## config.mk

```make
export PLATFORM = sky130hd
export DESIGN_NAME = dmem_ctrl
export DESIGN_NICKNAME = d
export VERILOG_FILES = /design/src/rtl/cpu_defs.sv /design/src/rtl/dmem_lane.sv /design/src/rtl/dmem_ctrl.sv
export SDC_FILE = /design/constraint.sdc
export NUM_CORES = 1
export LEC_CHECK = 0
export BUFFER_PORTS_ARGS = -buffer_cell sky130_fd_sc_hd__buf_2
export CORE_MARGIN = 4
export CORE_UTILIZATION = 42
export DETAILED_ROUTE_END_ITERATION = 8
export GPL_ROUTABILITY_DRIVEN = 0
export GPL_TIMING_DRIVEN = 0
export MAX_ROUTING_LAYER = met4
export PLACE_DENSITY_LB_ADDON = 0.12
export SETUP_SLACK_MARGIN = 0.1
export SLEW_MARGIN = 10
export SYNTH_ARGS = -nofsm -noshare
export SYNTH_HDL_FRONTEND = slang
export SYNTH_SLANG_ARGS = --single-unit
```

## constraint.sdc

```tcl
create_clock -name clk -period 3.76 [get_ports clk]
set_clock_uncertainty 0.2 [all_clocks]
set_input_delay 0.564 -clock clk [delete_from_list [all_inputs] [get_ports clk]]
set_output_delay 0.564 -clock clk [all_outputs]
set_load 0.01 [all_outputs]
```

## src/rtl/cpu_defs.sv

```systemverilog
// Shared CPU definitions: access-width masks and the data-memory controller
// state encoding.
package cpu_defs;

  localparam logic [3:0] MASK_B = 4'b0001;
  localparam logic [3:0] MASK_H = 4'b0011;
  localparam logic [3:0] MASK_W = 4'b1111;

  typedef enum logic [1:0] {
    IDLE    = 2'd0,
    RD_WAIT = 2'd1,
    RD_DONE = 2'd2
  } state_t;

  // True when the mask encodes one of the three legal access widths.
  function automatic logic mask_ok(input logic [3:0] m);
    return (m == MASK_B) || (m == MASK_H) || (m == MASK_W);
  endfunction

endpackage

```

## src/rtl/dmem_lane.sv

```systemverilog
// Byte-lane steering between the 32-bit core view and the SRAM word.
// Store side: byte enables and lane-replicated write data.
// Load side: shift the addressed bytes down and zero-extend to the load width.
module dmem_lane
  import cpu_defs::*;
(
  input  logic [3:0]  wmask,
  input  logic [1:0]  woff,
  input  logic [31:0] wdata_in,
  output logic [3:0]  be,
  output logic [31:0] wdata_rep,
  input  logic [31:0] rdata_raw,
  input  logic [1:0]  roff,
  input  logic [3:0]  rmask,
  output logic [31:0] rdata_out
);

  logic [31:0] rdata_shift;

  // Store lanes: enables follow the byte offset, data is copied into every lane
  // so the SRAM only needs the enables to pick the right bytes.
  always_comb begin
    be = wmask << woff;
    case (wmask)
      MASK_B:  wdata_rep = {4{wdata_in[7:0]}};
      MASK_H:  wdata_rep = {2{wdata_in[15:0]}};
      default: wdata_rep = wdata_in;
    endcase
  end

  // Load lanes: right-align the addressed bytes, then clear lanes above the width.
  always_comb begin
    rdata_shift = rdata_raw >> {roff, 3'b000};
    rdata_out   = rdata_shift & {{8{rmask[3]}}, {8{rmask[2]}},
                                 {8{rmask[1]}}, {8{rmask[0]}}};
  end

endmodule

```

## src/rtl/dmem_ctrl.sv

```systemverilog
// Data-memory access controller between the MEM stage and a synchronous SRAM.
// Stores are posted in the request cycle; loads stall the core for the SRAM
// read latency plus one capture cycle and return zero-extended data.
module dmem_ctrl
  import cpu_defs::*;
#(
  parameter int ADDR_W   = 10,
  parameter int READ_LAT = 1
) (
  input  logic              clk,
  input  logic              rst,
  input  logic              req_ce,
  input  logic              req_rd,
  input  logic              req_wr,
  input  logic [31:0]       req_addr,
  input  logic [31:0]       req_wdata,
  input  logic [3:0]        req_wmask,
  input  logic [3:0]        req_rmask,
  output logic              stall,
  output logic [31:0]       rdata,
  output logic              rdata_vld,
  output logic              addr_err,
  output logic              sram_ce,
  output logic              sram_we,
  output logic [ADDR_W-1:0] sram_addr,
  output logic [3:0]        sram_be,
  output logic [31:0]       sram_wdata,
  input  logic [31:0]       sram_rdata
);

  state_t      state_q, state_d;
  logic [2:0]  cnt_q, cnt_d;
  logic [1:0]  off_q, off_d;
  logic [3:0]  rmask_q, rmask_d;
  logic [31:0] rdata_q, rdata_d;

  logic        req_active;
  logic [3:0]  req_mask;
  logic        req_err;
  logic [3:0]  lane_be;
  logic [31:0] lane_wdata;
  logic [31:0] lane_rdata;

  dmem_lane u_lane (
    .wmask     (req_wmask),
    .woff      (req_addr[1:0]),
    .wdata_in  (req_wdata),
    .be        (lane_be),
    .wdata_rep (lane_wdata),
    .rdata_raw (sram_rdata),
    .roff      (off_q),
    .rmask     (rmask_q),
    .rdata_out (lane_rdata)
  );

  // Request qualification: malformed, misaligned or out-of-range requests are rejected.
  always_comb begin
    req_active = req_ce & (req_rd | req_wr);
    req_mask   = req_rd ? req_rmask : req_wmask;
    req_err    = (req_rd & req_wr)
               | ~mask_ok(req_mask)
               | ((req_mask == MASK_H) & req_addr[0])
               | ((req_mask == MASK_W) & (|req_addr[1:0]))
               | (|req_addr[31:ADDR_W+2]);
  end

  // Next-state and output decode; reset forces every output to its idle value.
  always_comb begin
    state_d    = state_q;
    cnt_d      = cnt_q;
    off_d      = off_q;
    rmask_d    = rmask_q;
    rdata_d    = rdata_q;
    stall      = 1'b0;
    rdata_vld  = 1'b0;
    addr_err   = 1'b0;
    sram_ce    = 1'b0;
    sram_we    = 1'b0;
    sram_addr  = '0;
    sram_be    = '0;
    sram_wdata = '0;
    case (state_q)
      IDLE: begin
        if (req_active) begin
          if (req_err) begin
            addr_err = 1'b1;
          end else if (req_wr) begin
            sram_ce    = 1'b1;
            sram_we    = 1'b1;
            sram_addr  = req_addr[ADDR_W+1:2];
            sram_be    = lane_be;
            sram_wdata = lane_wdata;
          end else begin
            sram_ce   = 1'b1;
            stall     = 1'b1;
            sram_addr = req_addr[ADDR_W+1:2];
            off_d     = req_addr[1:0];
            rmask_d   = req_rmask;
            cnt_d     = 3'(READ_LAT - 1);
            state_d   = RD_WAIT;
          end
        end
      end
      RD_WAIT: begin
        stall = 1'b1;
        if (cnt_q == 3'd0) begin
          rdata_d = lane_rdata;
          state_d = RD_DONE;
        end else begin
          cnt_d = cnt_q - 3'd1;
        end
      end
      RD_DONE: begin
        rdata_vld = 1'b1;
        state_d   = IDLE;
      end
      default: state_d = IDLE;
    endcase
    if (rst) begin
      stall      = 1'b0;
      rdata_vld  = 1'b0;
      addr_err   = 1'b0;
      sram_ce    = 1'b0;
      sram_we    = 1'b0;
      sram_addr  = '0;
      sram_be    = '0;
      sram_wdata = '0;
    end
  end

  // Control state, latency counter and returned load data.
  always_ff @(posedge clk) begin
    if (rst) begin
      state_q <= IDLE;
      cnt_q   <= 3'd0;
      rdata_q <= 32'd0;
    end else begin
      state_q <= state_d;
      cnt_q   <= cnt_d;
      rdata_q <= rdata_d;
    end
  end

  // Load request latch: lane offset and width captured when the load is issued.
  always_ff @(posedge clk) begin
    off_q   <= off_d;
    rmask_q <= rmask_d;
  end

  assign rdata = rdata_q;

endmodule

```

==> impl_metrics.json <==
{
  "status": "finished, final reports clean",
  "final_antenna_net_count": 0,
  "cpMaxStageDelayCell": "or4b_4",
  "p_int_mw": 0.732,
  "fin_crit_sh_pct": 84.1,
  "wl_met1_um": 4010,
  "area_growth_pct": 40.7,
  "drtIter0Drc": 127,
  "syn-num-nets": 470,
  "tightest_slew_ns": 0.841,
  "drtPass1Iterations": 4,
  "irDropWorstVdd_v": 0.000131,
  "start_kind": "input pin",
  "switchingPower_mw": 0.243,
  "avgSynthCellArea_um2": 7.94,
  "top_layer_used": "met4",
  "hold_depth": 2,
  "power.share.clock_pct": 37.3,
  "wl_met3_um": 891,
  "drt-wirelength-per-cell_um": 16.3,
  "ys.flop_type": "dfxtp_1",
  "final_max_slew_viol_count": 0,
  "path_class": "input pin to output port",
  "placed_cell_area_um2": 3900,
  "fin_tns_setup_ns": 0,
  "setup_viol": 0,
  "ys_types": 48,
  "grt_start_max_net_pins": 15,
  "path_cells": "buf_2, buf_6, or4b_4, o2bb2ai_2, o311ai_1, or3_1, a211oi_2, buf_2",
  "powerDensity_nw_per_um2": 243,
  "ys_top_cells_by_area": "dfxtp_1, mux2i_1, nand2_1, edfxtp_1, nor2_1",
  "async_flop_share_pct": 0,
  "routed_via_density": 5.46,
  "antennaDiodeCount": 0,
  "io_buffers": 190,
  "grt_pass1_vias": 3527,
  "synth_top_area_share_pct": 26.0,
  "netlist_instances": 359,
  "ctsResizeCount": 0,
  "path_clk_slew_ns": 0.08,
  "end_kind": "output port",
  "wl_met2_um": 5240,
  "cp_data_arrival_time_ns": 2.40,
  "cp_num_buf_inv": 3,
  "yosys_warnings": 0,
  "dieArea_um2": 8160,
  "cts_tree": "yes",
  "insertion_delay_ns": 0.30,
  "switching_share_pct": 24.9,
  "antenna_found_initial": 0,
  "cp.required_ns": 3.00,
  "min_period_ns": 3.16,
  "fmax_ghz": 0.316,
  "htreeDepth": 2,
  "post_cts.repair.setup_buffers": 0,
  "pwr-share-seq_pct": 47.7,
  "layout_common_cells": "buf_2, nand2_1, nor2_1",
  "die_h_um": 90.4,
  "rows": 29,
  "cts_buffer_depth": 2,
  "slowest_delay_ns": 0.51,
  "fp.dieW_um": 90.4,
  "nNetsFinal": 667,
  "worstHoldPathType": "flip-flop to flip-flop",
  "yosysTopAreaCell": "dfxtp_1",
  "grt_pass1_wl_um": 16900,
  "drcViolationCount": 0,
  "overflow": 0,
  "cts_hold_buf": 0,
  "cts_root_buffer": "clkbuf_8",
  "slew-limit-headroom_pct": 43.5,
  "fin_area_um2": 4010,
  "finalHoldViolCount": 0,
  "routed_wl_um": 10400,
  "via_count": 3460,
  "numCtsBuffers": 5,
  "crit_fanout": 10,
  "synth-seq-cells": 43,
  "path_delay_family": "simple AND/OR/NAND/NOR gates",
  "drive_gt1_share_pct": 41.7,
  "ff2ff_path_depth": 6,
  "core_region_area_um2": 6460,
  "syn-cell-area_um2": 2850,
  "synth_edf_count": 6,
  "clock-sinks": 43,
  "comb_power_share_pct": 15.0,
  "ys_seq_area_share_pct": 32.3,
  "final_common_cell": "buf_2",
  "place_hpwl_um": 8510,
  "rsz0062_at_grt": "no",
  "cp_common_cell": "buf_2",
  "initial_utilization_pct": 44.1,
  "io_pins": 192,
  "p_leak_nw": 2.07,
  "track_usage_pct": 25.7,
  "drv_cap": 0,
  "cp.depth": 8
}
==> cell type report <==
type,instances,area (um^2)
plain buffers,29,146
multi-input cells,281,1760
inverters,6,22.5
repair buffers,190,951
fillers,607,2450
flip-flops and latches,43,921
clock buffers,5,68.8
well taps,77,96.3
clock inverters,3,43.8
==> metrics by stage <==
step / utilization (%) / total power, mW / std cells / hold WS (ns) / setup WS [ns]
floorplan: - / 0.536 / 359 / 0.246 / 0.874
global placement: 60.3 / 0.617 / 626 / 0.241 / 0.589
detailed placement: 60.3 / 0.620 / 626 / 0.246 / 0.529
CTS: 62.1 / 0.981 / 634 / 0.251 / 0.586
global route: 62.1 / 1.01 / 634 / 0.254 / 0.396
finish: 62.1 / 0.975 / 634 / 0.254 / 0.597
==> sequential cells by signal, indices dropped and copies added, names as in the netlist <==
| name | count |
|---|---|
| cnt_q | 3 |
| off_q | 2 |
| rdata | 32 |
| rmask_q | 4 |
| state_q | 2 |
==> synth_stat cells (all sizes together), types with 2 or more instances <==
library cell,number
nor3b,2
edfxtp,6
mux2i,27
clkbuf,16
nor3,3
a22o,8
o21ai,11
nand2,60
or4,3
a21oi,27
inv,6
mux2,8
nor2b,3
a22oi,16
dfxtp,37
o22ai,8
nand3b,2
nor2,38
buf,13
and2,8
ha,2
nor4,4
a31oi,3
a311oi,2
a211oi,9
and3,14
nand2b,2
nand3,10
==> path summary, 6_finish.rpt <==
kind / startpoint / end / slack (ns)
worst max-delay path: req_addr[0] / stall / 0.60
worst min register to register: rdata[17] / rdata[17] / 0.25
worst max register to register: cnt_q[0] / rdata[27] / 1.38
worst min-delay path: rdata[17] / rdata[17] / 0.25
==> routing by layer <==
layer | up-vias | global-route usage [%]
met5 | - | -
met1 | 1581 | 28.0
met4 | 0 | 7.91
met2 | 174 | 46.4
met3 | 17 | 5.83
li1 | 1688 | -
==> power groups by stage <==
stage          Sequential [mW]  Clock (mW)  Combinational (mW)
2_1_floorplan            0.476           0              0.0603
3_3_place_gp             0.476           0               0.141
3_5_place_dp             0.476           0               0.144
4_1_cts                  0.465       0.371               0.145
5_1_grt                  0.465       0.388               0.162
6_report                 0.465       0.364               0.146
==> tightest hold or removal path: cells and delay by family (launching register included) <==
family           cells  cell delay (ns)
flip-flops           1             0.32
AO/OA/AOI/OAI        1             0.05
AND/OR/NAND/NOR      1             0.05
==> cell families after synthesis <==
logic type      synth area share [%]
flops                           32.3
compound gates                  22.1
simple gates                    26.1
fa+ha+maj                      0.878
buf+inv                         5.93
mux                             12.6
(Power assumes the default switching activity.)
